--- config.mk ---
export PLATFORM = sky130hd
export DESIGN_NAME = ascon_ctrl_fsm_flat
export DESIGN_NICKNAME = d
export VERILOG_FILES = /design/src/rtl/ascon_ctrl_fsm_if.sv /design/src/rtl/ascon_ctrl_fsm.sv /design/src/flat_wrapper.sv
export SDC_FILE = /design/constraint.sdc
export NUM_CORES = 1
export LEC_CHECK = 0
export BUFFER_PORTS_ARGS = -buffer_cell sky130_fd_sc_hd__buf_4
export CAP_MARGIN = 20
export CORE_UTILIZATION = 25
export CTS_CLUSTER_SIZE = 30
export DETAILED_ROUTE_END_ITERATION = 12
export PLACE_DENSITY = 0.41
export SLEW_MARGIN = 20
export SYNTH_ARGS = -nofsm -noshare
export SYNTH_HDL_FRONTEND = slang
export SYNTH_SLANG_ARGS = --single-unit
export TNS_END_PERCENT = 50
--- constraint.sdc ---
create_clock -name clock_i -period 2.53 [get_ports clock_i]
set_clock_uncertainty 0.05 [all_clocks]
set_input_delay 0.1265 -clock clock_i [delete_from_list [all_inputs] [get_ports clock_i]]
set_output_delay 0.1265 -clock clock_i [all_outputs]
set_load 0.01 [all_outputs]
--- src/rtl/ascon_ctrl_fsm_if.sv ---
// Block handshake and datapath control bundle between the ASCON controller and its environment.
// The master side drives start/counts/data_valid; the controller (slave) drives everything else.
interface ascon_ctrl_fsm_if;
    localparam int unsigned CNT_W = 4;
    localparam int unsigned RND_W = 4;
    localparam int unsigned XE_W  = 2;

    logic             start_i;
    logic [CNT_W-1:0] ad_blocks_i;
    logic [CNT_W-1:0] pt_blocks_i;
    logic             data_valid_i;
    logic             data_ready_o;
    logic [RND_W-1:0] round_o;
    logic             en_reg_state_o;
    logic             init_state_o;
    logic             enable_xb_o;
    logic             bypass_perm_o;
    logic [XE_W-1:0]  enable_xe_o;
    logic             cipher_valid_o;
    logic             en_tag_o;
    logic             busy_o;
    logic             done_o;

    modport master (
        output start_i, ad_blocks_i, pt_blocks_i, data_valid_i,
        input  data_ready_o, round_o, en_reg_state_o, init_state_o, enable_xb_o,
               bypass_perm_o, enable_xe_o, cipher_valid_o, en_tag_o, busy_o, done_o
    );

    modport slave (
        input  start_i, ad_blocks_i, pt_blocks_i, data_valid_i,
        output data_ready_o, round_o, en_reg_state_o, init_state_o, enable_xb_o,
               bypass_perm_o, enable_xe_o, cipher_valid_o, en_tag_o, busy_o, done_o
    );
endinterface

--- src/rtl/ascon_ctrl_fsm.sv ---
// ASCON-AEAD128 encryption sequencer: init, AD absorption, PT encryption, finalization.
// Outputs decode the registered state/round; WAIT-state outputs also follow data_valid_i.
module ascon_ctrl_fsm (
    input  logic               clock_i,
    input  logic               resetb_i,
    ascon_ctrl_fsm_if.slave    bus
);
    localparam int unsigned CNT_W = 4;
    localparam int unsigned RND_W = 4;
    localparam int unsigned XE_W  = 2;

    localparam logic [RND_W-1:0] RND_FIRST = RND_W'(0);
    localparam logic [RND_W-1:0] RND_PB    = RND_W'(4);
    localparam logic [RND_W-1:0] RND_PB1   = RND_W'(5);
    localparam logic [RND_W-1:0] RND_LAST  = RND_W'(11);

    localparam logic [XE_W-1:0] XE_PASS = 2'b00;
    localparam logic [XE_W-1:0] XE_K34  = 2'b01;
    localparam logic [XE_W-1:0] XE_DSEP = 2'b10;
    localparam logic [XE_W-1:0] XE_K23  = 2'b11;

    typedef enum logic [3:0] {
        S_IDLE, S_INIT, S_DSEP, S_AD_WAIT, S_AD_PERM,
        S_PT_WAIT, S_PT_PERM, S_FINAL, S_DONE
    } state_t;

    state_t           state, state_n;
    logic [RND_W-1:0] rnd, rnd_n;
    logic [CNT_W-1:0] ad_cnt, ad_cnt_n;
    logic [CNT_W-1:0] pt_cnt, pt_cnt_n;

    logic             ready, en, init, xb, bypass, cv, tag, done;
    logic [RND_W-1:0] round;
    logic [XE_W-1:0]  xe;

    always_ff @(posedge clock_i or negedge resetb_i) begin
        if (!resetb_i) begin
            state  <= S_IDLE;
            rnd    <= RND_FIRST;
            ad_cnt <= '0;
            pt_cnt <= '0;
        end else begin
            state  <= state_n;
            rnd    <= rnd_n;
            ad_cnt <= ad_cnt_n;
            pt_cnt <= pt_cnt_n;
        end
    end

    // Round counter holds through WAIT stalls; a transfer cycle is round 4 and the counter resumes at 5.
    always_comb begin
        state_n  = state;
        rnd_n    = rnd;
        ad_cnt_n = ad_cnt;
        pt_cnt_n = pt_cnt;
        ready    = 1'b0;
        en       = 1'b0;
        init     = 1'b0;
        xb       = 1'b0;
        bypass   = 1'b0;
        cv       = 1'b0;
        tag      = 1'b0;
        done     = 1'b0;
        xe       = XE_PASS;
        round    = rnd;
        case (state)
            S_IDLE: begin
                round = RND_FIRST;
                if (bus.start_i) begin
                    ad_cnt_n = bus.ad_blocks_i;
                    pt_cnt_n = (bus.pt_blocks_i == '0) ? CNT_W'(1) : bus.pt_blocks_i;
                    rnd_n    = RND_FIRST;
                    state_n  = S_INIT;
                end
            end
            S_INIT: begin
                en   = 1'b1;
                init = (rnd == RND_FIRST);
                if (rnd == RND_LAST) begin
                    xe      = XE_K34;
                    state_n = (ad_cnt != '0) ? S_AD_WAIT : S_DSEP;
                end else begin
                    rnd_n = rnd + RND_W'(1);
                end
            end
            S_DSEP: begin
                en      = 1'b1;
                bypass  = 1'b1;
                xe      = XE_DSEP;
                state_n = S_PT_WAIT;
            end
            S_AD_WAIT: begin
                ready = 1'b1;
                if (bus.data_valid_i) begin
                    round   = RND_PB;
                    xb      = 1'b1;
                    en      = 1'b1;
                    rnd_n   = RND_PB1;
                    state_n = S_AD_PERM;
                end
            end
            S_AD_PERM: begin
                en = 1'b1;
                if (rnd == RND_LAST) begin
                    ad_cnt_n = ad_cnt - CNT_W'(1);
                    if (ad_cnt <= CNT_W'(1)) begin
                        xe      = XE_DSEP;
                        state_n = S_PT_WAIT;
                    end else begin
                        state_n = S_AD_WAIT;
                    end
                end else begin
                    rnd_n = rnd + RND_W'(1);
                end
            end
            S_PT_WAIT: begin
                ready = 1'b1;
                if (bus.data_valid_i) begin
                    xb       = 1'b1;
                    cv       = 1'b1;
                    en       = 1'b1;
                    pt_cnt_n = pt_cnt - CNT_W'(1);
                    if (pt_cnt <= CNT_W'(1)) begin
                        bypass  = 1'b1;
                        xe      = XE_K23;
                        rnd_n   = RND_FIRST;
                        state_n = S_FINAL;
                    end else begin
                        round   = RND_PB;
                        rnd_n   = RND_PB1;
                        state_n = S_PT_PERM;
                    end
                end
            end
            S_PT_PERM: begin
                en = 1'b1;
                if (rnd == RND_LAST) begin
                    state_n = S_PT_WAIT;
                end else begin
                    rnd_n = rnd + RND_W'(1);
                end
            end
            S_FINAL: begin
                en = 1'b1;
                if (rnd == RND_LAST) begin
                    xe      = XE_K34;
                    tag     = 1'b1;
                    state_n = S_DONE;
                end else begin
                    rnd_n = rnd + RND_W'(1);
                end
            end
            S_DONE: begin
                round   = RND_FIRST;
                done    = 1'b1;
                rnd_n   = RND_FIRST;
                state_n = S_IDLE;
            end
            default: state_n = S_IDLE;
        endcase
    end

    assign bus.data_ready_o   = ready;
    assign bus.round_o        = round;
    assign bus.en_reg_state_o = en;
    assign bus.init_state_o   = init;
    assign bus.enable_xb_o    = xb;
    assign bus.bypass_perm_o  = bypass;
    assign bus.enable_xe_o    = xe;
    assign bus.cipher_valid_o = cv;
    assign bus.en_tag_o       = tag;
    assign bus.busy_o         = (state != S_IDLE);
    assign bus.done_o         = done;
endmodule

--- src/flat_wrapper.sv ---
// flat-port wrapper written by rule: the top's interface ports become plain ports
module ascon_ctrl_fsm_flat 
  (clock_i, resetb_i, bus_start_i, bus_ad_blocks_i, bus_pt_blocks_i, bus_data_valid_i, bus_data_ready_o, bus_round_o, bus_en_reg_state_o, bus_init_state_o, bus_enable_xb_o, bus_bypass_perm_o, bus_enable_xe_o, bus_cipher_valid_o, bus_en_tag_o, bus_busy_o, bus_done_o);
  ascon_ctrl_fsm_if bus_i ();
  input  logic clock_i;
  input  logic resetb_i;
  input wire logic [$bits(bus_i.start_i)-1:0] bus_start_i;
  input wire logic [$bits(bus_i.ad_blocks_i)-1:0] bus_ad_blocks_i;
  input wire logic [$bits(bus_i.pt_blocks_i)-1:0] bus_pt_blocks_i;
  input wire logic [$bits(bus_i.data_valid_i)-1:0] bus_data_valid_i;
  output wire logic [$bits(bus_i.data_ready_o)-1:0] bus_data_ready_o;
  output wire logic [$bits(bus_i.round_o)-1:0] bus_round_o;
  output wire logic [$bits(bus_i.en_reg_state_o)-1:0] bus_en_reg_state_o;
  output wire logic [$bits(bus_i.init_state_o)-1:0] bus_init_state_o;
  output wire logic [$bits(bus_i.enable_xb_o)-1:0] bus_enable_xb_o;
  output wire logic [$bits(bus_i.bypass_perm_o)-1:0] bus_bypass_perm_o;
  output wire logic [$bits(bus_i.enable_xe_o)-1:0] bus_enable_xe_o;
  output wire logic [$bits(bus_i.cipher_valid_o)-1:0] bus_cipher_valid_o;
  output wire logic [$bits(bus_i.en_tag_o)-1:0] bus_en_tag_o;
  output wire logic [$bits(bus_i.busy_o)-1:0] bus_busy_o;
  output wire logic [$bits(bus_i.done_o)-1:0] bus_done_o;
  assign bus_i.start_i = bus_start_i;
  assign bus_i.ad_blocks_i = bus_ad_blocks_i;
  assign bus_i.pt_blocks_i = bus_pt_blocks_i;
  assign bus_i.data_valid_i = bus_data_valid_i;
  assign bus_data_ready_o = bus_i.data_ready_o;
  assign bus_round_o = bus_i.round_o;
  assign bus_en_reg_state_o = bus_i.en_reg_state_o;
  assign bus_init_state_o = bus_i.init_state_o;
  assign bus_enable_xb_o = bus_i.enable_xb_o;
  assign bus_bypass_perm_o = bus_i.bypass_perm_o;
  assign bus_enable_xe_o = bus_i.enable_xe_o;
  assign bus_cipher_valid_o = bus_i.cipher_valid_o;
  assign bus_en_tag_o = bus_i.en_tag_o;
  assign bus_busy_o = bus_i.busy_o;
  assign bus_done_o = bus_i.done_o;
  ascon_ctrl_fsm u_core (.clock_i(clock_i), .resetb_i(resetb_i), .bus(bus_i));
endmodule
==> metrics.md, run 1 <==
| Metric | Value |
|---|---|
| Io pins | 27 |
| CP startpoint kind | flip-flop |
| Clock sink count | 16 |
| Largest net degree at the start of global routing | 22 |
| Max H-tree Level | 1 |
| Initial antenna violation count | 0 |
| CP Depth | 7 |
| Vias in the first global route | 1279 |
| Final setup vio count | 0 |
| Total GRT Usage | between 10% and 20% |
| Final hold violations | 0 |
| Initial core utilization | 26.0% |
| Reg2Reg Depth | 5 |
| Mapped Avg Cell Area | 7.97 µm² |
| Critical path startpoint | u_core.pt_cnt[0] |
| Core region area | between 5000 and 6000 µm² |
| Final Max Slew Viols | 0 |
| Number of distinct library cells after synthesis | 48 |
| Synthesized instance count | 168 |
| Number of flops mapped to enable cells by yosys | 0 |
| Die area | between 5000 and 6000 µm² |
| First-pass GRT wire length | roughly 6200 µm |
| Die Y | 75.2 µm |
| Worst-case clock buffer depth | 2 |
| Hold path start | bus_ad_blocks_i[0] |
| Worst reg2reg startpoint | u_core.state[0] |
| FMAX | between 400 and 500 MHz |
| Starting DRT DRC Count | 74 |
| Reg clk slew, reported paths | 0.07 ns |
| P&R area growth vs syn | 22.0% |
| Setup crit end kind | output pin |
| Fin nets | 212 |
| Avg WL per Cell | 14.8 µm |
| Vias per cell | 5.06 |
| Max stage delay on crit path | 0.42 ns |
| Total number of yosys warnings | 0 |
| Maxcap violations | 0 |
| Crit path DAT | 2.02 ns |
| Static Leakage | approximately 0.7 nW |
| Worst hold stages | 3 |
| Hold slack | 0.0892 ns |
| Delay-heaviest family, CP | compound AO/OA/AOI/OAI gates |
| Min-Delay Path Class | in -> reg |
| DRT antenna net count | 0 |
| Cell area after synthesis | 1340 µm² |
| Buf/Inv on CP | 2 |
| Clock Tree Root | clkbuf_8 |
| Seq/Total Area, Yosys | 29.9% |
| CTS Buf Count | 3 |
| Crit path max fanout | 5 |
| PortBufs | 26 |
| CTS resizes | 0 |
| Part of the cycle the worst path needs | 86.8% |
| Fraction of registers with async set/reset | 100% |
| RSZ-0062 raised after global routing | false |
| Final WL | 3870 µm |
| Hold-fix buffers, CTS | 1 |
| First drt pass iteration count | 4 |
| Setup TNS | 0 ns |
| Syn nets | between 150 and 200 |
| Gpl congestion | 0.797 |
| Worst slew margin | 59.4% |
| # diodes | 0 |
| Prevailing post-synth register cell | dfrtp_1 |
| Layout cells sized above 1 | 23.6% |
| Residual DRC | 0 |
| Total gr overflow | 0 |
| Site Rows | 26 |
| DP HPWL | roughly 3000 µm |
| Setup Crit Path Kind | reg -> out |
| Seq cells post-synth | 16 |
| Worst-Margin Slew | ~0.6 ns |
| Setup bufs post-CTS | 0 |
| Peak VDD IR | 318 µV |
| Die X | 75.2 µm |
| Status | finished clean |
| Clock latency on the worst-skew pair | 0.25 ns |
| Critical-path cell list | inv_1, ha_1, nor2_1, or3_4, o32a_2, o32ai_1, buf_4 |
| CP max stage cell | dfrtp_1 |
| Power density cells | about 1200 nW/µm² |
| CTS tree | yes |
| Min Tclk post-route | 2.20 ns |
| Worst EP required | 2.35 ns |
| Via count | 1321 |
-- tightest hold or removal path: cells and delay by family --
kind | cells | cell delay (ns)
buf+inv | 1 | 0.08
compound gates | 1 | 0.08
simple gates | 1 | 0.06
-- state kept, by name, indices dropped and copies added (netlist names) --
name / count
u_core.ad_cnt: 4
u_core.state: 4
u_core.pt_cnt: 4
u_core.rnd: 4
-- power by group --
group / total (mW) / internal, mW / switching, mW
clock: 0.198 / 0.106 / 0.0927
combinational: 1.11 / 0.499 / 0.615
sequential: 0.581 / 0.376 / 0.206
total: 1.89 / 0.980 / 0.914
-- cell usage after synthesis (all sizes together), types with 2 or more instances --
| library cell | number | area share [%] |
|---|---|---|
| nand3 | 8 | 3.0 |
| a211oi | 3 | 1.7 |
| nor4bb | 2 | 1.5 |
| nor2b | 2 | 1.1 |
| o21ai | 12 | 4.8 |
| dfrtp | 16 | 30 |
| or3 | 5 | 2.7 |
| nor2 | 15 | 4.6 |
| and3 | 4 | 1.9 |
| ha | 7 | 6.5 |
| nor3 | 9 | 3.7 |
| buf | 6 | 2.7 |
| inv | 12 | 3.4 |
| o211ai | 2 | 1.1 |
| nand2 | 18 | 5.0 |
| nand2b | 4 | 1.9 |
| o221a | 2 | 1.7 |
| a21o | 2 | 1.1 |
| a21oi | 16 | 7.1 |
| xor2 | 2 | 1.3 |
| nor4 | 2 | 0.93 |
| o22ai | 4 | 2.3 |
-- kinds of logic (layout without fill, tap and decap cells) --
family | count (synthesis) | after routing | synth area share [%]
and+or+nand+nor | 76 | 76 | 30.9
AOI/OAI and AO/OA | 46 | 46 | 23.2
buffers and inverters | 19 | 42 | 6.35
DFF | 16 | 16 | 29.9
adders and majority gates | 7 | 7 | 6.54
xor gates and xnor gates | 3 | 3 | 1.96
muxes | 1 | 1 | 1.12
-- cell type report --
type                    instances  area (µm²)
repair buffers                 27         205
well taps                      70        87.6
clock buffers                   3        41.3
fillers                       601        3510
multi-input cells             133         853
inverters                      12        45.0
flip-flops and latches         16         400
-- per-layer routing --
| layer | track usage, % | wire [µm] |
|---|---|---|
| met5 | 0 | 0 |
| met4 | 4.12 | 22 |
| met2 | 23.7 | 1810 |
| met3 | 2.95 | 202 |
| met1 | 20.5 | 1840 |
-- path summary, 6_finish.rpt --
path,end,slack [ns]
setup / recovery,bus_enable_xe_o[1],0.33
hold / removal,u_core.ad_cnt[0],0.09
setup reg to reg,u_core.state[0],0.59
hold reg to reg,u_core.pt_cnt[0],0.49
max in group asynchronous,u_core.pt_cnt[1],2.00
min in group asynchronous,u_core.rnd[3],0.23
-- metrics by stage --
| step | cell area, µm² | util (%) | cells | power [mW] | setup slack, ns |
|---|---|---|---|---|---|
| 5_1_grt | 1630 | 31.8 | 261 | 2.06 | 0.198 |
| 3_5_place_dp | 1580 | 30.8 | 257 | 1.70 | 0.587 |
| 3_3_place_gp | 1580 | 30.8 | 257 | 1.68 | 0.625 |
| 2_1_floorplan | 1340 | - | 168 | 1.36 | 0.789 |
| 6_report | 1630 | 31.8 | 261 | 1.89 | 0.333 |
| 4_1_cts | 1630 | 31.8 | 261 | 1.91 | 0.291 |
-- cells in the final DEF (no fill, tap or decap), drive strengths merged, types with 2 or more instances in the layout --
master | synthesis | layout
xor2 | 2 | 2
a21oi | 16 | 16
nor3 | 9 | 9
nor4 | 2 | 2
nor2b | 2 | 2
nor2 | 15 | 15
a211oi | 3 | 3
o211ai | 2 | 2
o221a | 2 | 2
nor4bb | 2 | 2
dfrtp | 16 | 16
inv | 12 | 12
or3 | 5 | 5
nand2b | 4 | 4
buf | 6 | 26
nand2 | 18 | 18
a21o | 2 | 2
nand3 | 8 | 8
ha | 7 | 7
o21ai | 12 | 12
o22ai | 4 | 4
clkbuf | 1 | 3
and3 | 4 | 4
Power figures use the tool's default switching activity.
==> inputs of run 2 (changes only) <==
==> constraint.sdc (replaced) <==
create_clock -name clock_i -period 2.6 [get_ports clock_i]
set_clock_uncertainty 0.05 [all_clocks]
set_input_delay 0.13 -clock clock_i [delete_from_list [all_inputs] [get_ports clock_i]]
set_output_delay 0.13 -clock clock_i [all_outputs]
set_load 0.01 [all_outputs]
==> metrics.md, run 2 (synthesis gave the netlist of run 1 again) <==
| Metric | Value |
|---|---|
| Status | finished clean |
| Core region area | 5140 µm² (unchanged) |
| Die X | 75.2 µm (unchanged) |
| Crit path DAT | 2.01 ns (about the same) |
| Met2 routed WL | 1670 µm (-7.4%) |
| Hold-fix buffers, CTS | 1 (unchanged) |
| Worst EP required | 2.42 ns (+0.07 ns) |
| Final hold violations | 0 (unchanged) |
| Final WL | 3740 µm (-3.4%) |
| Max H-tree Level | 1 (unchanged) |
| Met1 wire length | 1870 µm (+1.5%) |
| Total power | 1.82 mW (-3.7%) |
| Clock sink count | 16 (unchanged) |
| Static Leakage | 0.714 nW (unchanged) |
| RSZ-0062 raised after global routing | false |
| Reg clk slew, reported paths | 0.06 ns (about the same) |
| Setup TNS | 0 ns (unchanged) |
| CTS Buf Count | 3 (unchanged) |
| Total gr overflow | 0 (unchanged) |
| Residual DRC | 0 (unchanged) |
| Io pins | 27 (unchanged) |
| Largest net degree at the start of global routing | 22 (unchanged) |
| Top layer in use | met4 |
| FMAX | between 400 and 500 MHz |
| Worst-case clock buffer depth | 2 (unchanged) |
| FF/Latch Area | 400 µm² (unchanged) |
| Total GRT Usage | 14.5% (-0.33 points) |
| Commonest non-fill, non-tap cell in the layout | buf_4 |
| Min Tclk post-route | 2.19 ns |
| Worst-Margin Slew | 0.606 ns (-0.00283 ns) |
| Starting DRT DRC Count | 128 (+73%) |
| Setup bufs post-CTS | 0 (unchanged) |
| Maxcap violations | 0 (unchanged) |
| Final Max Slew Viols | 0 (unchanged) |
| Crit path max fanout | 5 (unchanged) |
| Fillers | 594 (-1.2%) |
| Die Y | 75.2 µm (unchanged) |
| Via count | 1309 (-0.91%) |
| Die area | 5650 µm² (unchanged) |
| Power density cells | 1120 nW/µm² (-3.7%) |
| P&R area growth vs syn | 22.0% (unchanged) |
| CP startpoint kind | flip-flop |
| CTS tree | yes |
| First-pass GRT wire length | 6060 µm (-2.2%) |
| # diodes | 0 (unchanged) |
| First drt pass iteration count | 4 (unchanged) |
| Peak VDD IR | 268 µV (-16%) |
| Setup crit end kind | output pin |
| Clock Tree Root | clkbuf_8 |
| Final setup vio count | 0 (unchanged) |
| Fin nets | 212 (unchanged) |
| Setup Crit Path Kind | reg -> out |
| Clock latency on the worst-skew pair | 0.25 ns (about the same) |
| Routed wl met3 | 175 µm (-13%) |
| Worst slew margin | 59.6% (+0.19 points) |
| CTS resizes | 0 (unchanged) |
| Multi-input logic area | 853 µm² (unchanged) |
| Gpl congestion | 0.781 (-2.0%) |
| Commonest cells after routing, fill and taps aside | 26 x buf_4, 18 x nand2_1, 16 x dfrtp_1 |
| DRT antenna net count | 0 (unchanged) |
| Initial antenna violation count | 0 (unchanged) |
| Layout cells sized above 1 | 23.6% (unchanged) |
| PortBufs | 26 (unchanged) |
| Vias in the first global route | 1250 (-2.3%) |
| Vias per cell | 5.02 (-0.91%) |
| Part of the cycle the worst path needs | 84.4% |
| Site Rows | 26 (unchanged) |
| Initial core utilization | 26.0% (unchanged) |
| Avg WL per Cell | 14.3 µm (-3.4%) |
| DP HPWL | 2850 µm (-2.9%) |
| Min-Delay Path Class | in -> reg |
-- run 2: per-layer routing --
| metal | GRT usage, % | vias to the layer above |
|---|---|---|
| li1 | - | 651 |
| met1 | 20.2 | 625 |
| met2 | 23.8 | 31 |
| met3 | 2.41 | 2 |
| met4 | 3.09 | 0 |
| met5 | 0 | - |
-- run 2: metrics by stage --
step	hold slack [ns]	instance area [µm²]	util, %	cells	setup WS [ns]
after global placement	-0.0353	1580	30.8	257	0.689
after detailed placement	-0.0332	1580	30.8	257	0.652
after CTS	0.0929	1630	31.8	261	0.358
after floorplan	-0.216	1340	-	168	0.859
final	0.0985	1630	31.8	261	0.405
after global routing	0.130	1630	31.8	261	0.209
-- run 2: layout make-up --
class,count,area share (%)
Inverter,12,2.76
Tap cell,70,5.36
Multi-Input combinational cell,133,52.3
Clock buffer,3,2.53
Sequential cell,16,24.5
Timing Repair Buffer,27,12.6
-- run 2: where the power goes --
part	switching [mW]	internal, mW
clock	0.0897	0.103
combinational	0.586	0.485
sequential	0.196	0.366
total	0.871	0.953
-- run 2: worst paths after layout --
kind	from	end	slack (ns)	depth (start not counted)
worst max-delay path	u_core.pt_cnt[0]	bus_enable_xe_o[1]	0.41	7
worst min-delay path	bus_ad_blocks_i[0]	u_core.ad_cnt[0]	0.1	3
worst max register to register	u_core.state[0]	u_core.state[0]	0.66	5
worst min register to register	u_core.pt_cnt[0]	u_core.pt_cnt[0]	0.49	1
max in group asynchronous	resetb_i	u_core.pt_cnt[1]	2.06	2
min in group asynchronous	resetb_i	u_core.rnd[3]	0.23	2
-- run 2: worst max-delay path, stage by stage (launching register included) --
cell and delay, ns:
dfrtp_1 0.42, inv_1 0.08, ha_1 0.16, nor2_1 0.06
or3_4 0.34, o32a_2 0.39, o32ai_1 0.14, buf_4 0.18
==> inputs of run 3 (changes only) <==
--- a/config.mk
+++ b/config.mk
@@ -10,7 +10,7 @@
 export CORE_UTILIZATION = 25
 export CTS_CLUSTER_SIZE = 30
 export DETAILED_ROUTE_END_ITERATION = 12
-export PLACE_DENSITY = 0.41
+export PLACE_DENSITY = 0.42
 export SLEW_MARGIN = 20
 export SYNTH_ARGS = -nofsm -noshare
 export SYNTH_HDL_FRONTEND = slang
==> constraint.sdc (replaced) <==
create_clock -name clock_i -period 1.9 [get_ports clock_i]
set_clock_uncertainty 0.05 [all_clocks]
set_input_delay 0.095 -clock clock_i [delete_from_list [all_inputs] [get_ports clock_i]]
set_output_delay 0.095 -clock clock_i [all_outputs]
set_load 0.01 [all_outputs]
==> metrics.md, run 3 (synthesis gave the netlist of run 1 again) <==
| Metric | Value |
|---|---|
| Worst-Margin Slew | 0.416 ns (-0.190 ns) |
| P&R area growth vs syn | 37.1% |
| Worst EP required | 1.75 ns (-0.67 ns) |
| Failing checks | setup timing |
| CTS tree | yes |
| CP startpoint kind | flip-flop |
| RSZ-0062 raised after global routing | true |
| Via count | 1339 (+2.3%) |
| Vias per cell | 4.82 (-4.0%) |
| Clock latency on the worst-skew pair | 0.26 ns (about the same) |
| Vias in the first global route | 1282 (+2.6%) |
| Final WL | 4030 µm (+7.7%) |
| Power density cells | 1540 nW/µm² (+38%) |
| Setup TNS | -0.370 ns (-0.370 ns) |
| Reg clk slew, reported paths | 0.07 ns (about the same) |
| Maxcap violations | 0 (unchanged) |
| Layout cells sized above 1 | 36.1% (+12 points) |
| Max H-tree Level | 1 (unchanged) |
| DRT antenna net count | 0 (unchanged) |
| M1 GR Usage | 21.1% (+0.88 points) |
| Initial core utilization | 26.0% (unchanged) |
| Setup crit end kind | output pin |
| Min-Delay Path Class | in -> reg |
| Crit path DAT | 1.92 ns (-0.09 ns) |
| Initial antenna violation count | 0 (unchanged) |
| Clock sink count | 16 (unchanged) |
| Fin nets | 228 (+7.5%) |
| Clock Tree Root | clkbuf_8 |
| PortBufs | 26 (unchanged) |
| Part of the cycle the worst path needs | 109% |
| Worst reg2reg startpoint | u_core.pt_cnt[0] |
| Worst slew margin | 71.9% (+12 points) |
| Global routing's busiest layer | met2 |
| First-pass GRT wire length | 6520 µm (+7.6%) |
| Min Tclk post-route | 2.06 ns |
| Hold Path Sink | u_core.ad_cnt[0] |
| Met3 usage | 2.41% (unchanged) |
| Avg WL per Cell | 14.5 µm (+1.1%) |
| FF-to-FF End | u_core.state[0] |
| Commonest cells after routing, fill and taps aside | 41 x buf_4, 18 x nand2_1, 13 x a21oi_1 |
| Worst hold stages | 3 (unchanged) |
| Worst Slack Setup Final | -0.164 ns (-0.569 ns) |
| Die X | 75.2 µm (unchanged) |
| R2R setup slack | -0.02 ns (-0.68 ns) |
| Placed insts | 271 (+5.4%) |
| Hold path start | bus_ad_blocks_i[0] |
| Post-layout util | 35.7% (+3.9 points) |
| Static Leakage | 0.799 nW (+12%) |
| First drt pass iteration count | 4 (unchanged) |
| CTS Buf Count | 3 (unchanged) |
| Final setup vio count | 5 (+5) |
| Status | complete, but fails checks |
| # diodes | 0 (unchanged) |
| Residual DRC | 0 (unchanged) |
| Commonest non-fill, non-tap cell in the layout | buf_4 |
| Final hold violations | 0 (unchanged) |
| Total gr overflow | 0 (unchanged) |
| Core region area | 5140 µm² (unchanged) |
| Multi-input logic area | 913 µm² (+7.0%) |
| Gpl congestion | 0.789 (+0.99%) |
| Final Max Slew Viols | 0 (unchanged) |
| Peak VDD IR | 406 µV (+52%) |
| Crit path max fanout | 4 (-1) |
| FMAX | between 400 and 500 MHz |
| Die Y | 75.2 µm (unchanged) |
| Total GRT Usage | 15.6% (+1.1 points) |
| Worst-case clock buffer depth | 2 (unchanged) |
| Post-Layout Cell Count | 278 (+6.5%) |
| Fillers | 573 (-3.5%) |
| Largest net degree at the start of global routing | 17 (-23%) |
| Io pins | 27 (unchanged) |
| Site Rows | 26 (unchanged) |
| Setup Crit Path Kind | reg -> out |
| Reg2Reg Depth | 8 (+3) |
| FF/Latch Area | 405 µm² (+1.3%) |
| Met2 Use GR | 25.7% (+1.9 points) |
| Die area | 5650 µm² (unchanged) |
| DP HPWL | 3030 µm (+6.3%) |
| Starting DRT DRC Count | 46 (-64%) |
[run 3: cell count changes in the layout (fill, tap and decap cells not counted), sizes merged]
cell | previous run | this run
buf | 26 | 42
clkbuf | 3 | 4
[run 3: worst max-delay path, cell delays in order, from the launching register on]
cell     delay (ns)
dfrtp_1        0.41
inv_1          0.08
ha_2           0.18
nor2_2         0.04
or3_4          0.33
o32a_4         0.35
o32ai_4        0.14
buf_6          0.14
[run 3: where the power goes]
| part | internal, mW | leakage (nW) | switching (mW) | total [mW] |
|---|---|---|---|---|
| clock | 0.184 | 0.0288 | 0.135 | 0.319 |
| combinational | 0.843 | 0.585 | 0.929 | 1.77 |
| sequential | 0.508 | 0.185 | 0.230 | 0.738 |
[run 3: per-layer routing]
| layer | up-vias | part of all wire (%) |
|---|---|---|
| li1 | 683 | - |
| met1 | 627 | 50 |
| met2 | 25 | 46 |
| met3 | 4 | 3.0 |
| met4 | 0 | 0.94 |
| met5 | - | 0 |
[run 3: worst max-delay path by stage]
stage                     start  cells past startpoint                  to  slack (ns)
4_1_cts        u_core.pt_cnt[0]                      7  bus_enable_xe_o[1]       -0.17
3_5_place_dp   u_core.pt_cnt[0]                      7  bus_enable_xe_o[1]        0.04
2_1_floorplan  u_core.pt_cnt[0]                      7     u_core.state[0]        0.16
3_3_place_gp   u_core.pt_cnt[0]                      9      bus_round_o[2]        0.08
5_1_grt        u_core.pt_cnt[0]                      7  bus_enable_xe_o[1]       -0.24
6_report       u_core.pt_cnt[0]                      7  bus_enable_xe_o[1]       -0.16
[run 3: timing repair]
item	4_1_cts	5_1_grt
pin swaps	4	2
setup buffers	2	0
endpoints found under the hold margin	16	0
endpoints found under the setup margin	7	12
hold buffers	1	0
gates resized for setup	10	7
[run 3: final cells by class]
| type | count | area share [%] |
|---|---|---|
| Tap cell | 70 | 4.77 |
| Clock buffer | 4 | 3.00 |
| Inverter | 12 | 2.45 |
| Sequential cell | 16 | 22.1 |
| Timing Repair Buffer | 43 | 17.9 |
| Multi-Input combinational cell | 133 | 49.8 |
[run 3: stage by stage]
step           setup WS (ns)  power [mW]  hold WS, ns  instance area (µm²)
2_1_floorplan          0.159        1.81       -0.251                 1340
3_3_place_gp          0.0755        2.36      -0.0716                 1690
3_5_place_dp          0.0372        2.36      -0.0708                 1690
4_1_cts               -0.174        2.80       0.0357                 1810
5_1_grt               -0.236        3.09       0.0505                 1840
6_report              -0.164        2.83       0.0359                 1840
